$ cat config.mk
export PLATFORM = sky130hd
export DESIGN_NAME = int_sched_flat
export DESIGN_NICKNAME = d
export VERILOG_FILES = /design/src/rtl/int_sched_pkg.sv /design/src/rtl/int_sched_if.sv /design/src/rtl/int_sched_prio_enc.sv /design/src/rtl/int_sched.sv /design/src/flat_wrapper.sv
export SDC_FILE = /design/constraint.sdc
export NUM_CORES = 1
export LEC_CHECK = 0
export CORE_AREA = 2 2 102 104
export DETAILED_ROUTE_END_ITERATION = 8
export DIE_AREA = 0 0 104 106
export PLACE_DENSITY = 0.69
export SETUP_SLACK_MARGIN = 0.5
export SLEW_MARGIN = 20
export SYNTH_ARGS = -nofsm -noshare
export SYNTH_HDL_FRONTEND = slang
export SYNTH_SLANG_ARGS = --single-unit
$ cat constraint.sdc
create_clock -name clk -period 1.72 [get_ports clk]
set_input_delay 0.344 -clock clk [delete_from_list [all_inputs] [get_ports clk]]
set_output_delay 0.344 -clock clk [all_outputs]
set_load 0.01 [all_outputs]
$ cat src/rtl/int_sched_pkg.sv
// int_sched_pkg: shared definitions for the machine-mode interrupt scheduler.
// mip/mie bit positions, mcause codes, the mstatus.MIE index and the FSM state encoding.
package int_sched_pkg;

    localparam int unsigned XLEN            = 64;
    localparam int unsigned MIP_MEI_BIT     = 11;
    localparam int unsigned MIP_MTI_BIT     = 7;
    localparam int unsigned MIP_MSI_BIT     = 3;
    localparam int unsigned MSTATUS_MIE_BIT = 3;

    localparam logic [XLEN-1:0] CAUSE_MEI = 64'h8000_0000_0000_000B;
    localparam logic [XLEN-1:0] CAUSE_MSI = 64'h8000_0000_0000_0003;
    localparam logic [XLEN-1:0] CAUSE_MTI = 64'h8000_0000_0000_0007;

    // One-hot request FSM encoding
    typedef enum logic [2:0] {
        ST_IDLE = 3'b001,
        ST_REQ  = 3'b010,
        ST_BUSY = 3'b100
    } state_t;

    // Compact pending/eligible vector, one bit per source
    typedef struct packed {
        logic mei;
        logic msi;
        logic mti;
    } irq_vec_t;

endpackage

$ cat src/rtl/int_sched_if.sv
// int_sched_if: bundle between interrupt sources/CSRs/CLINT and the scheduler.
// master = environment side (sources, CSR file, CLINT); slave = int_sched.
interface int_sched_if;
    import int_sched_pkg::*;

    logic            irq_ext_i;
    logic            irq_sw_i;
    logic            irq_timer_i;
    logic [XLEN-1:0] csr_mie;
    logic [XLEN-1:0] csr_mstatus;
    logic            int_ack_i;
    logic            mret_i;
    logic            int_req_o;
    logic [XLEN-1:0] int_cause_o;
    logic [XLEN-1:0] mip_o;

    modport master (
        output irq_ext_i, irq_sw_i, irq_timer_i, csr_mie, csr_mstatus, int_ack_i, mret_i,
        input  int_req_o, int_cause_o, mip_o
    );

    modport slave (
        input  irq_ext_i, irq_sw_i, irq_timer_i, csr_mie, csr_mstatus, int_ack_i, mret_i,
        output int_req_o, int_cause_o, mip_o
    );

endinterface

$ cat src/rtl/int_sched_prio_enc.sv
// int_prio_enc: fixed-priority encoder MEI > MSI > MTI producing a valid flag and mcause.
module int_prio_enc
    import int_sched_pkg::*;
(
    input  irq_vec_t        i_elig,
    output logic            o_valid,
    output logic [XLEN-1:0] o_cause
);

    // Pick the highest-priority eligible source
    always_comb begin
        o_valid = 1'b1;
        o_cause = '0;
        if (i_elig.mei)      o_cause = CAUSE_MEI;
        else if (i_elig.msi) o_cause = CAUSE_MSI;
        else if (i_elig.mti) o_cause = CAUSE_MTI;
        else                 o_valid = 1'b0;
    end

endmodule

$ cat src/rtl/int_sched.sv
// int_sched: latches interrupt lines into mip, masks with mie/mstatus.MIE and
// presents one stable request to the CLINT until mret.
// Optional feature: `define INT_SCHED_EXT_EDGE_EN makes MEI edge-triggered
// (set on a rising edge of irq_ext_i, cleared when the MEI request is acked).
module int_sched
    import int_sched_pkg::*;
(
    input  logic     clk,
    input  logic     rst,
    int_sched_if.slave bus
);

    irq_vec_t        r_mip;
    state_t          r_state;
    logic            r_req;
    logic [XLEN-1:0] r_cause;

    irq_vec_t        w_elig;
    logic            w_valid;
    logic [XLEN-1:0] w_cause;
    logic            w_mie_glb;
    logic            w_unused_csr;

    // Only three mie bits and one mstatus bit matter here
    assign w_unused_csr = ^{bus.csr_mie, bus.csr_mstatus};

    assign w_mie_glb  = bus.csr_mstatus[MSTATUS_MIE_BIT];
    assign w_elig.mei = w_mie_glb & r_mip.mei & bus.csr_mie[MIP_MEI_BIT];
    assign w_elig.msi = w_mie_glb & r_mip.msi & bus.csr_mie[MIP_MSI_BIT];
    assign w_elig.mti = w_mie_glb & r_mip.mti & bus.csr_mie[MIP_MTI_BIT];

    int_prio_enc u_prio_enc (
        .i_elig  (w_elig),
        .o_valid (w_valid),
        .o_cause (w_cause)
    );

`ifdef INT_SCHED_EXT_EDGE_EN
    logic r_ext_d;
    logic w_ext_rise;
    logic w_mei_clr;

    assign w_ext_rise = bus.irq_ext_i & ~r_ext_d;
    assign w_mei_clr  = (r_state == ST_REQ) && bus.int_ack_i && (r_cause == CAUSE_MEI);

    // Pending latch: MEI edge-set / ack-cleared (set wins), MSI/MTI level
    always_ff @(posedge clk or posedge rst) begin
        if (rst) begin
            r_ext_d <= 1'b0;
            r_mip   <= '0;
        end else begin
            r_ext_d   <= bus.irq_ext_i;
            r_mip.msi <= bus.irq_sw_i;
            r_mip.mti <= bus.irq_timer_i;
            if (w_ext_rise)     r_mip.mei <= 1'b1;
            else if (w_mei_clr) r_mip.mei <= 1'b0;
        end
    end
`else
    // Pending latch: all sources level-sensitive
    always_ff @(posedge clk or posedge rst) begin
        if (rst) begin
            r_mip <= '0;
        end else begin
            r_mip.mei <= bus.irq_ext_i;
            r_mip.msi <= bus.irq_sw_i;
            r_mip.mti <= bus.irq_timer_i;
        end
    end
`endif

    // Request FSM with registered request and locked cause
    always_ff @(posedge clk or posedge rst) begin
        if (rst) begin
            r_state <= ST_IDLE;
            r_req   <= 1'b0;
            r_cause <= '0;
        end else begin
            case (r_state)
                ST_IDLE: begin
                    if (w_valid) begin
                        r_state <= ST_REQ;
                        r_req   <= 1'b1;
                        r_cause <= w_cause;
                    end
                end
                ST_REQ: begin
                    // Ack takes precedence over a simultaneous loss of eligibility
                    if (bus.int_ack_i) begin
                        r_state <= ST_BUSY;
                        r_req   <= 1'b0;
                    end else if (!w_valid) begin
                        r_state <= ST_IDLE;
                        r_req   <= 1'b0;
                        r_cause <= '0;
                    end
                end
                ST_BUSY: begin
                    if (bus.mret_i) begin
                        r_state <= ST_IDLE;
                        r_cause <= '0;
                    end
                end
                default: begin
                    r_state <= ST_IDLE;
                    r_req   <= 1'b0;
                    r_cause <= '0;
                end
            endcase
        end
    end

    assign bus.int_req_o   = r_req;
    assign bus.int_cause_o = r_cause;

    // Map the compact pending vector onto the architectural mip layout
    always_comb begin
        bus.mip_o              = '0;
        bus.mip_o[MIP_MEI_BIT] = r_mip.mei;
        bus.mip_o[MIP_MTI_BIT] = r_mip.mti;
        bus.mip_o[MIP_MSI_BIT] = r_mip.msi;
    end

endmodule

$ cat src/flat_wrapper.sv
// flat-port wrapper written by rule: the top's interface ports become plain ports
module int_sched_flat import int_sched_pkg::*;
  (clk, rst, bus_irq_ext_i, bus_irq_sw_i, bus_irq_timer_i, bus_csr_mie, bus_csr_mstatus, bus_int_ack_i, bus_mret_i, bus_int_req_o, bus_int_cause_o, bus_mip_o);
  int_sched_if bus_i ();
  input  logic clk;
  input  logic rst;
  input wire logic [$bits(bus_i.irq_ext_i)-1:0] bus_irq_ext_i;
  input wire logic [$bits(bus_i.irq_sw_i)-1:0] bus_irq_sw_i;
  input wire logic [$bits(bus_i.irq_timer_i)-1:0] bus_irq_timer_i;
  input wire logic [$bits(bus_i.csr_mie)-1:0] bus_csr_mie;
  input wire logic [$bits(bus_i.csr_mstatus)-1:0] bus_csr_mstatus;
  input wire logic [$bits(bus_i.int_ack_i)-1:0] bus_int_ack_i;
  input wire logic [$bits(bus_i.mret_i)-1:0] bus_mret_i;
  output wire logic [$bits(bus_i.int_req_o)-1:0] bus_int_req_o;
  output wire logic [$bits(bus_i.int_cause_o)-1:0] bus_int_cause_o;
  output wire logic [$bits(bus_i.mip_o)-1:0] bus_mip_o;
  assign bus_i.irq_ext_i = bus_irq_ext_i;
  assign bus_i.irq_sw_i = bus_irq_sw_i;
  assign bus_i.irq_timer_i = bus_irq_timer_i;
  assign bus_i.csr_mie = bus_csr_mie;
  assign bus_i.csr_mstatus = bus_csr_mstatus;
  assign bus_i.int_ack_i = bus_int_ack_i;
  assign bus_i.mret_i = bus_mret_i;
  assign bus_int_req_o = bus_i.int_req_o;
  assign bus_int_cause_o = bus_i.int_cause_o;
  assign bus_mip_o = bus_i.mip_o;
  int_sched u_core (.clk(clk), .rst(rst), .bus(bus_i));
endmodule
### Word-level counts from Yosys, hierarchy flattened

Index checks and enable logic that the tools add are counted.
W data, S select, Z words.

| word-level totals | value |
|---|---|
| register bits | 71 |
| word-level logic and storage cells | 44 |

| operators by class | value |
|---|---|
| multiplexer cells | 20 |
| reductions and logical operators | 3 |
| equal/unequal tests | 8 |
| bitwise gates (word level) | 7 |

Operators by type and width:

| kind | count |
|---|---|
| $mux W64 | 7 |
| $pmux W64 S3 | 1 |
| $mux W3 | 4 |
| $pmux W3 S3 | 1 |
| $and A1 B1 Y1 | 6 |
| $mux W1 | 6 |
| $ne A2 B2 Y1 const B | 3 |
| $reduce_and A3 Y1 | 2 |
| $reduce_and A4 Y1 | 1 |
| $eq A3 B1 Y1 const B | 1 |
| $eq A3 B2 Y1 const B | 1 |
| $eq A3 B3 Y1 const B | 1 |
| $ne A3 B3 Y1 const B | 1 |
| $pmux W1 S3 | 1 |
| $ne A2 B1 Y1 const B | 1 |
| $not A1 Y1 | 1 |

### Longest topological paths before layout

Gate-level depths: netlist of run 1.

| logic depth | value |
|---|---|
| word-level depth | 8 |
| mapped depth | 4 |

### By module

From an unflattened synthesis of run 1, not the netlist that was laid out.

| second synthesis, totals | value |
|---|---|
| cell total of the unflattened synthesis | 434 |
| area total of the unflattened synthesis | 4,192.8 um^2 |

Modules (own cells, without submodules):

| module | area each (um^2) | instances | cells an instance | seq. area each (um^2) |
|---|---|---|---|---|
| int_sched | 3,702.3 | 1 | 368 | 1,778.0 |
| int_prio_enc | 490.5 | 1 | 66 | 0.0 |

### Worst setup path before layout of run 1

Ideal clock, no wire load.

| timing | value |
|---|---|
| path type | register -> register |
| start point | reg u_core.r_mip (netlist bit u_core.bus.mip_o[11]) |
| end point | reg u_core.r_cause[2] (netlist: u_core.bus.int_cause_o[2]) |
| period minus slack after synthesis | 1.260 ns |
| path slack | 0.460 ns |
| data required time | 1.599 ns |
| arrival | 1.138 ns |
| buffers on the path | 0 |
| cell stages (with the launch flop) | 5 |
| cell sequence | dfrtp_1 a22oi_1 a211o_1 nand3_2 a32o_2 |

| on the way | value |
|---|---|
| longest elaborated chain between the ends | 5 |
| elaborated cells between the ends (all ways) | 9 |
| those cells by class | eq/ne (2); mux (4); bitwise (2); reduce/logical (1) |

Ends and longest elaborated chain:

| item | RTL line | text |
|---|---|---|
| from (decl) | int_sched.sv:13 | `irq_vec_t r_mip;` |
| $and A1 B1 Y1 (*) (2 in a row) | int_sched.sv:28 | `assign w_elig.mei = w_mie_glb & r_mip.mei & bus.csr_mie[MIP_MEI_BIT];` |
| $mux W64 / $mux W1 (equally long branches) | int_sched_prio_enc.sv:14 | `if (i_elig.mei) o_cause = CAUSE_MEI;` |
| $mux W64, or another cell as far along | int_sched.sv:81 | `if (w_valid) begin` |
| $pmux W64 S3 / $reduce_and A4 Y1 (equally long branches) | n/a |  |
| to (signal assigned) | int_sched.sv:84 | `r_cause <= w_cause;` |
| to (decl) | int_sched.sv:16 | `logic [XLEN-1:0] r_cause;` |

Every way passes the cells marked *; elsewhere a longest branch is shown, timed or not. The select of a mux whose other input is x is not followed.
A chain may end at the register's enable or synchronous reset.

### Worst setup path after layout of run 1

| timing | value |
|---|---|
| start point | reg u_core.r_state[0] |
| end point | reg u_core.r_cause[2] (netlist: u_core.bus.int_cause_o[2]) |

| on the way | value |
|---|---|
| longest elaborated chain between the ends | 3 |
| elaborated cells between the ends (all ways) | 9 |
| those cells by class | eq/ne (7); mux (1); reduce/logical (1) |

Ends and longest elaborated chain:

| item | RTL line | text |
|---|---|---|
| from (decl) | int_sched.sv:14 | `state_t r_state;` |
| from (signal assigned) | int_sched.sv:75 | `r_state <= ST_IDLE;` |
| from (signal assigned) | int_sched.sv:82 | `r_state <= ST_REQ;` |
| from (signal assigned) | int_sched.sv:90 | `r_state <= ST_BUSY;` |
| $eq A3 B2 Y1, or another cell as far along | int_sched.sv:79 | `case (r_state)` |
| $ne A2 B2 Y1 (no source line) / $ne A2 B1 Y1 (equally long branches) | n/a |  |
| $reduce_and A4 Y1 (no source line) | n/a |  |

Parallel ways exist; a longest one is shown, timed or not.

==> results of run 1 <==
timing repair:
item,CTS,global route
hold buffers,0,0
gates cloned,0,0
pin swaps,10,3
endpoints found under the setup margin,15,10
buffers inserted,3,2
resized for setup,41,8
report_power, final:
| group | leakage (nW) | internal, mW | switching [mW] |
|---|---|---|---|
| sequential | 0.122 | 0.296 | 0.0496 |
| clock | 0.0288 | 0.201 | 0.0868 |
| combinational | 0.624 | 0.154 | 0.266 |
| total | 0.775 | 0.650 | 0.402 |
flip-flops by register name (all words and copies together), names as in the netlist:
signal / cells
u_core.bus.mip_o: 3
u_core.bus.int_req_o: 1
u_core.r_state: 3
u_core.bus.int_cause_o: 3
worst paths after layout:
| path | from | end | slack [ns] | cells past startpoint |
|---|---|---|---|---|
| min reg2reg | u_core.bus.int_req_o | u_core.bus.int_req_o | 0.48 | 1 |
| max reg2reg | u_core.r_state[0] | u_core.bus.int_cause_o[2] | 0.39 | 4 |
| max in group asynchronous | rst | u_core.r_state[0] | 1.01 | 2 |
| max | u_core.r_state[0] | u_core.bus.int_cause_o[2] | 0.39 | 4 |
| min in group clk | u_core.bus.int_req_o | u_core.bus.int_req_o | 0.48 | 1 |
| min | rst | u_core.bus.mip_o[7] | 0.39 | 2 |
cells by family after synthesis:
group,Yosys count,share of synthesized area (%)
AOI/OAI and AO/OA,11,7.383
buffers and inverters,126,67.82
DFF,10,18.32
other,1,0.2732
and+or+nand+nor,12,6.199
synthesized netlist by cell type (all sizes together):
master	number	area share (%)
dfrtp	9	16
and3	1	0.46
o311ai	1	0.64
a32o	1	0.82
nand2	3	0.82
o2bb2ai	1	0.64
dfstp	1	1.9
a22oi	2	1.1
a211o	1	0.64
buf	122	67
o211ai	1	1.5
conb	1	0.27
a21o	3	1.6
or3b	1	0.64
o21ai	1	0.36
nand4bb	1	0.82
inv	4	1.1
nand3	3	1.5
and2b	1	0.55
nand3b	1	0.55
nor3b	1	0.91
worst register-to-register path: stages (launching register included):
cell and delay (ns):
dfstp_2 0.55, nand4bb_1 0.13, a211o_1 0.16, nand3_2 0.13
a32o_2 0.24
metrics by stage:
step / hold slack (ns) / cell area [µm²] / utilization [%] / setup WS [ns] / instances
final: 0.3941 / 1355 / 13.55 / 0.3869 / 323
after global routing: 0.4337 / 1355 / 13.55 / 0.3243 / 323
after CTS: 0.4040 / 1348 / 13.48 / 0.3763 / 321
after detailed placement: 0.4843 / 1290 / 12.90 / -0.03673 / 314
after global placement: 0.4616 / 1290 / 12.90 / -0.04355 / 314
after floorplan: 0.1835 / 1831 / - / 0.4948 / 279
routing by layer:
layer / share of wire [%] / GRT usage, % / wire length (µm) / vias to the layer above
li1: - / - / - / 316
met4: 0.77 / 1.158 / 15 / 2
met3: 26 / 1.901 / 511 / 4
met5: 0.62 / 0 / 12 / -
met1: 32 / 3.269 / 622 / 317
met2: 40 / 4.229 / 777 / 111
area by class of cell:
type                            count  share of cell area (%)
Tap cell                          136                   12.56
Multi-Input combinational cell    143                   48.85
Sequential cell                    10                   18.84
Timing Repair Buffer               26                   14.59
Inverter                            4                   1.108
Clock buffer                        4                   4.063
cell usage in the layout (no fill, tap or decap):
master / n
a32o_2: 1
nand4bb_1: 1
a21o_1: 3
nand3_2: 1
dlygate4sd2_1: 6
inv_2: 1
o311ai_1: 1
clkdlybuf4s50_1: 4
inv_1: 3
buf_6: 2
nand2_1: 2
nand3b_1: 1
nand2_2: 1
nor3b_4: 1
nand3_1: 2
buf_2: 7
dfrtp_1: 6
a211o_1: 1
conb_1: 120
and2b_1: 1
clkbuf_2: 2
or3b_1: 1
and3_1: 1
a22oi_2: 2
o2bb2ai_2: 1
dfstp_2: 1
buf_4: 5
o21ai_1: 1
dfrtp_2: 3
o211ai_4: 1
clkbuf_8: 4
==> impl_metrics.py, run 1 <==
metrics = {
    "clock_network": {
        "clockBufferDepth": 2,
        "clkTransAtPathRegs_ns": 0.05,
        "numCtsBuffers": 3,
        "ctsRootBufferMaster": "clkbuf_8",
        "cts_htree_levels": 1,
        "cts_tree": "yes",
        "cts.sinks": 10,
        "clk_latency_ns": 0.23,
    },
    "setup_path": {
        "worst-path-buf-inv": 0,
        "arrival_ns": 1.45,
        "worst-setup-path-type": "flip-flop to flip-flop",
        "required_ns": 1.84,
        "startpoint_type": "flip-flop",
        "critPathSlowestCell": "dfstp_2",
        "endpoint_kind": "flip-flop",
        "path_cells": "nand4bb_1 -> a211o_1 -> nand3_2 -> a32o_2",
        "max_stage_delay_ns": 0.55,
        "crit_family": "flip-flops",
        "path_max_fanout": 4,
    },
    "die": {
        "num_rows": 37,
        "coreArea_um2": 10000,
        "die_h_um": 106,
        "die_w_um": 104,
        "ios": 264,
        "start_util_pct": 13.73,
        "die_area_um2": 11020,
    },
    "placement": {
        "dpl.hpwl_um": 1703,
        "io_buffers": 19,
        "gp_congestion": 0.6919,
    },
    "routing": {
        "detail_route.wl_per_cell_um": 6.006,
        "drc": 0,
        "drt_first_pass_iters": 4,
        "viasPerCell": 2.322,
        "drt_first_iter_violations": 7,
        "antenna_left": 0,
        "num_vias": 750,
        "routed_wirelength_um": 1940,
    },
    "finish": {
        "nFillCells": 1143,
        "multi_input_area_um2": 661.9,
        "ff_latch_area_um2": 255.2,
        "final_layout_size_suffix_gt1_share_pct": 17.65,
        "syn2layout_area_growth_pct": -1.276,
        "fin_nets": 323,
        "num_antenna_cells": 0,
    },
    "sta": {
        "rsz0062_at_grt": "yes",
        "setup_viol": 0,
        "fin_crit_ns": 1.333,
        "hold_viol_final": 0,
        "fmaxAchievable_mhz": 750.2,
        "maxSlewViolCount": 0,
        "finalCritPeriodShare_pct": 77.50,
        "fin_tns_setup_ns": 0,
        "fin_skew_ns": 0.001310,
    },
    "synthesis": {
        "synthesis.area_um2": 1373,
        "yosysWarnings": 0,
        "syn_area_per_cell_um2": 8.579,
        "yosysUniqueCellTypes": 22,
        "ys_ff_latch": 10,
        "synth_cells": 160,
        "synth.yosys.seq_area_share_pct": 18.32,
    },
    "grt": {
        "track_usage_pct": 2.871,
        "grt_pass1_vias": 452,
        "grt-ovfl-total": 0,
        "grt_max_degree": 11,
        "grt_antenna_before_repair": 1,
        "grt_pass1_wl_um": 2387,
    },
    "power_and_ir_drop": {
        "vdd_drop_max_mv": 0.4743,
        "power_density_nw_per_um2": 776.8,
        "power_leakage_nw": 0.7752,
        "power_mw": 1.053,
    },
    "job": {
        "maxCapViolCount": 0,
    },
    "worst_hold_path": {
        "hp-class": "input port to async pin",
    },
    "outcome": {
        "status": "complete, no violations",
    },
}
No activity file was read; power rests on OpenSTA's default activity.
==> run 2: changes to the inputs <==
--- a/config.mk
+++ b/config.mk
@@ -8,7 +8,7 @@
 export CORE_AREA = 2 2 102 104
 export DETAILED_ROUTE_END_ITERATION = 8
 export DIE_AREA = 0 0 104 106
-export PLACE_DENSITY = 0.69
+export PLACE_DENSITY = 0.71
 export SETUP_SLACK_MARGIN = 0.5
 export SLEW_MARGIN = 20
 export SYNTH_ARGS = -nofsm -noshare
==> constraint.sdc (replaced) <==
create_clock -name clk -period 1.15 [get_ports clk]
set_input_delay 0.23 -clock clk [delete_from_list [all_inputs] [get_ports clk]]
set_output_delay 0.23 -clock clk [all_outputs]
set_load 0.01 [all_outputs]
==> impl_metrics.py, run 2 (synthesized netlist as in run 1, its figures left out) <==
metrics = {
    "sta": {
        "maxSlewViolCount": 0,
        "finalCritPeriodShare_pct": 113.7,
        "fin_tns_setup_ns": -0.6446,
        "fin_skew_ns": 0.005649,
        "fmaxAchievable_mhz": 765.0,
        "fin_crit_ns": 1.307,
        "timing.hold.ws_ns": 0.2608,
        "fin_ws_ns": -0.1572,
        "setup_viol": 5,
        "hold_viol_final": 0,
        "rsz0062_at_grt": "yes",
    },
    "outcome": {
        "violations": "setup timing",
        "status": "finished, violations left",
    },
    "grt": {
        "grt_pass1_vias": 518,
        "grt-ovfl-total": 0,
        "track_usage_pct": 3.326,
        "grt_max_degree": 11,
        "grt_antenna_before_repair": 0,
        "grt_pass1_wl_um": 2656,
    },
    "clock_network": {
        "clk_latency_ns": 0.24,
        "hold_buffers": 0,
        "clockBufferDepth": 2,
        "cts.sinks": 10,
        "numCtsBuffers": 3,
        "ctsRootBufferMaster": "clkbuf_8",
        "cts_tree": "yes",
        "clkTransAtPathRegs_ns": 0.05,
        "cts_htree_levels": 1,
    },
    "job": {
        "maxCapViolCount": 0,
    },
    "die": {
        "coreArea_um2": 10000,
        "die_h_um": 106,
        "ios": 264,
        "start_util_pct": 13.73,
        "die_w_um": 104,
        "die_area_um2": 11020,
        "num_rows": 37,
    },
    "finish": {
        "stdcell_count": 324,
        "final_layout_size_suffix_gt1_share_pct": 14.89,
        "nFillCells": 1133,
        "final_common_cell": "conb_1",
        "syn2layout_area_growth_pct": -0.2736,
        "num_antenna_cells": 0,
        "fin_nets": 324,
        "final_cell_mix": "conb_1, clkdlybuf4s50_1, buf_4, dfrtp_1, buf_6",
    },
    "power_and_ir_drop": {
        "power_leakage_nw": 0.7789,
        "power_density_nw_per_um2": 1246,
        "power_mw": 1.706,
        "vdd_drop_max_mv": 1.025,
    },
    "placement": {
        "dpl.hpwl_um": 1733,
        "dp.cells": 317,
        "io_buffers": 19,
        "gp_congestion": 0.7178,
        "place_worst_setup_slack_ns": -0.4587,
    },
    "routing": {
        "detail_route.wl_per_cell_um": 6.157,
        "viasPerCell": 2.287,
        "routed_wirelength_um": 1995,
        "drc": 0,
        "drt_first_pass_iters": 4,
        "drt_first_iter_violations": 2,
        "antenna_left": 0,
        "num_vias": 741,
    },
    "setup_path": {
        "worst-setup-path-type": "flip-flop to flip-flop",
        "startpoint_type": "flip-flop",
        "required_ns": 1.27,
        "path_max_fanout": 4,
        "endpoint_kind": "flip-flop",
        "arrival_ns": 1.43,
    },
    "worst_hold_path": {
        "hp-class": "input port to async pin",
    },
}
==> run 2: cell type report <==
class | instances | area [µm²] | area share (%)
sequential | 10 | 254.0 | 18.56
clock buffer | 4 | 45.04 | 3.291
inverter | 4 | 15.01 | 1.097
tap | 136 | 170.2 | 12.43
timing repair buffer | 27 | 236.5 | 17.28
multi-input combinational | 143 | 648.1 | 47.35
==> run 2: path summary, 6_finish.rpt <==
path | to | cells past startpoint | slack [ns] | startpoint
min in group clk | u_core.bus.mip_o[11] | 1 | 0.42 | bus_irq_ext_i
worst max-delay path | u_core.bus.int_cause_o[2] | 4 | -0.16 | u_core.r_state[0]
worst max register to register | u_core.bus.int_cause_o[2] | 4 | -0.16 | u_core.r_state[0]
max in group asynchronous | u_core.r_state[0] | 2 | 0.57 | rst
worst min register to register | u_core.bus.int_cause_o[3] | 1 | 0.48 | u_core.bus.int_cause_o[3]
worst min-delay path | u_core.bus.mip_o[7] | 2 | 0.26 | rst
==> run 2: through the flow <==
stage | util, % | instance area [µm²]
6_report | 13.69 | 1369
5_1_grt | 13.69 | 1369
4_1_cts | 13.49 | 1349
3_5_place_dp | 13.14 | 1314
3_3_place_gp | 13.14 | 1314
2_1_floorplan | - | 1839
==> run 2: repair_timing <==
item                       CTS  global route
buffers inserted             2             1
setup endpoints to repair   16            16
hold endpoints to repair     0             0
pin swaps                    7             2
resized for setup           45             2
gates cloned                 0             0
==> run 2: per-layer routing <==
| layer | wire, µm | vias up | global-route usage, % | part of all wire [%] |
|---|---|---|---|---|
| li1 | - | 319 | - | - |
| met1 | 769 | 312 | 3.862 | 39 |
| met2 | 801 | 106 | 5.169 | 40 |
| met3 | 366 | 4 | 0.7357 | 18 |
| met4 | 59 | 0 | 2.896 | 3.0 |
| met5 | 0 | - | 0 | 0 |
==> run 2: worst max-delay path: stages, from the launching register on <==
cell	delay (ns)
dfstp_2	0.55
nand4bb_1	0.13
a211o_1	0.16
nand3_2	0.12
a32o_2	0.23
==> run 2: report_power, final <==
group / internal [mW] / leakage, nW / switching [mW]
clock: 0.243 / 0.0228 / 0.138
combinational: 0.379 / 0.632 / 0.409
sequential: 0.442 / 0.124 / 0.0953
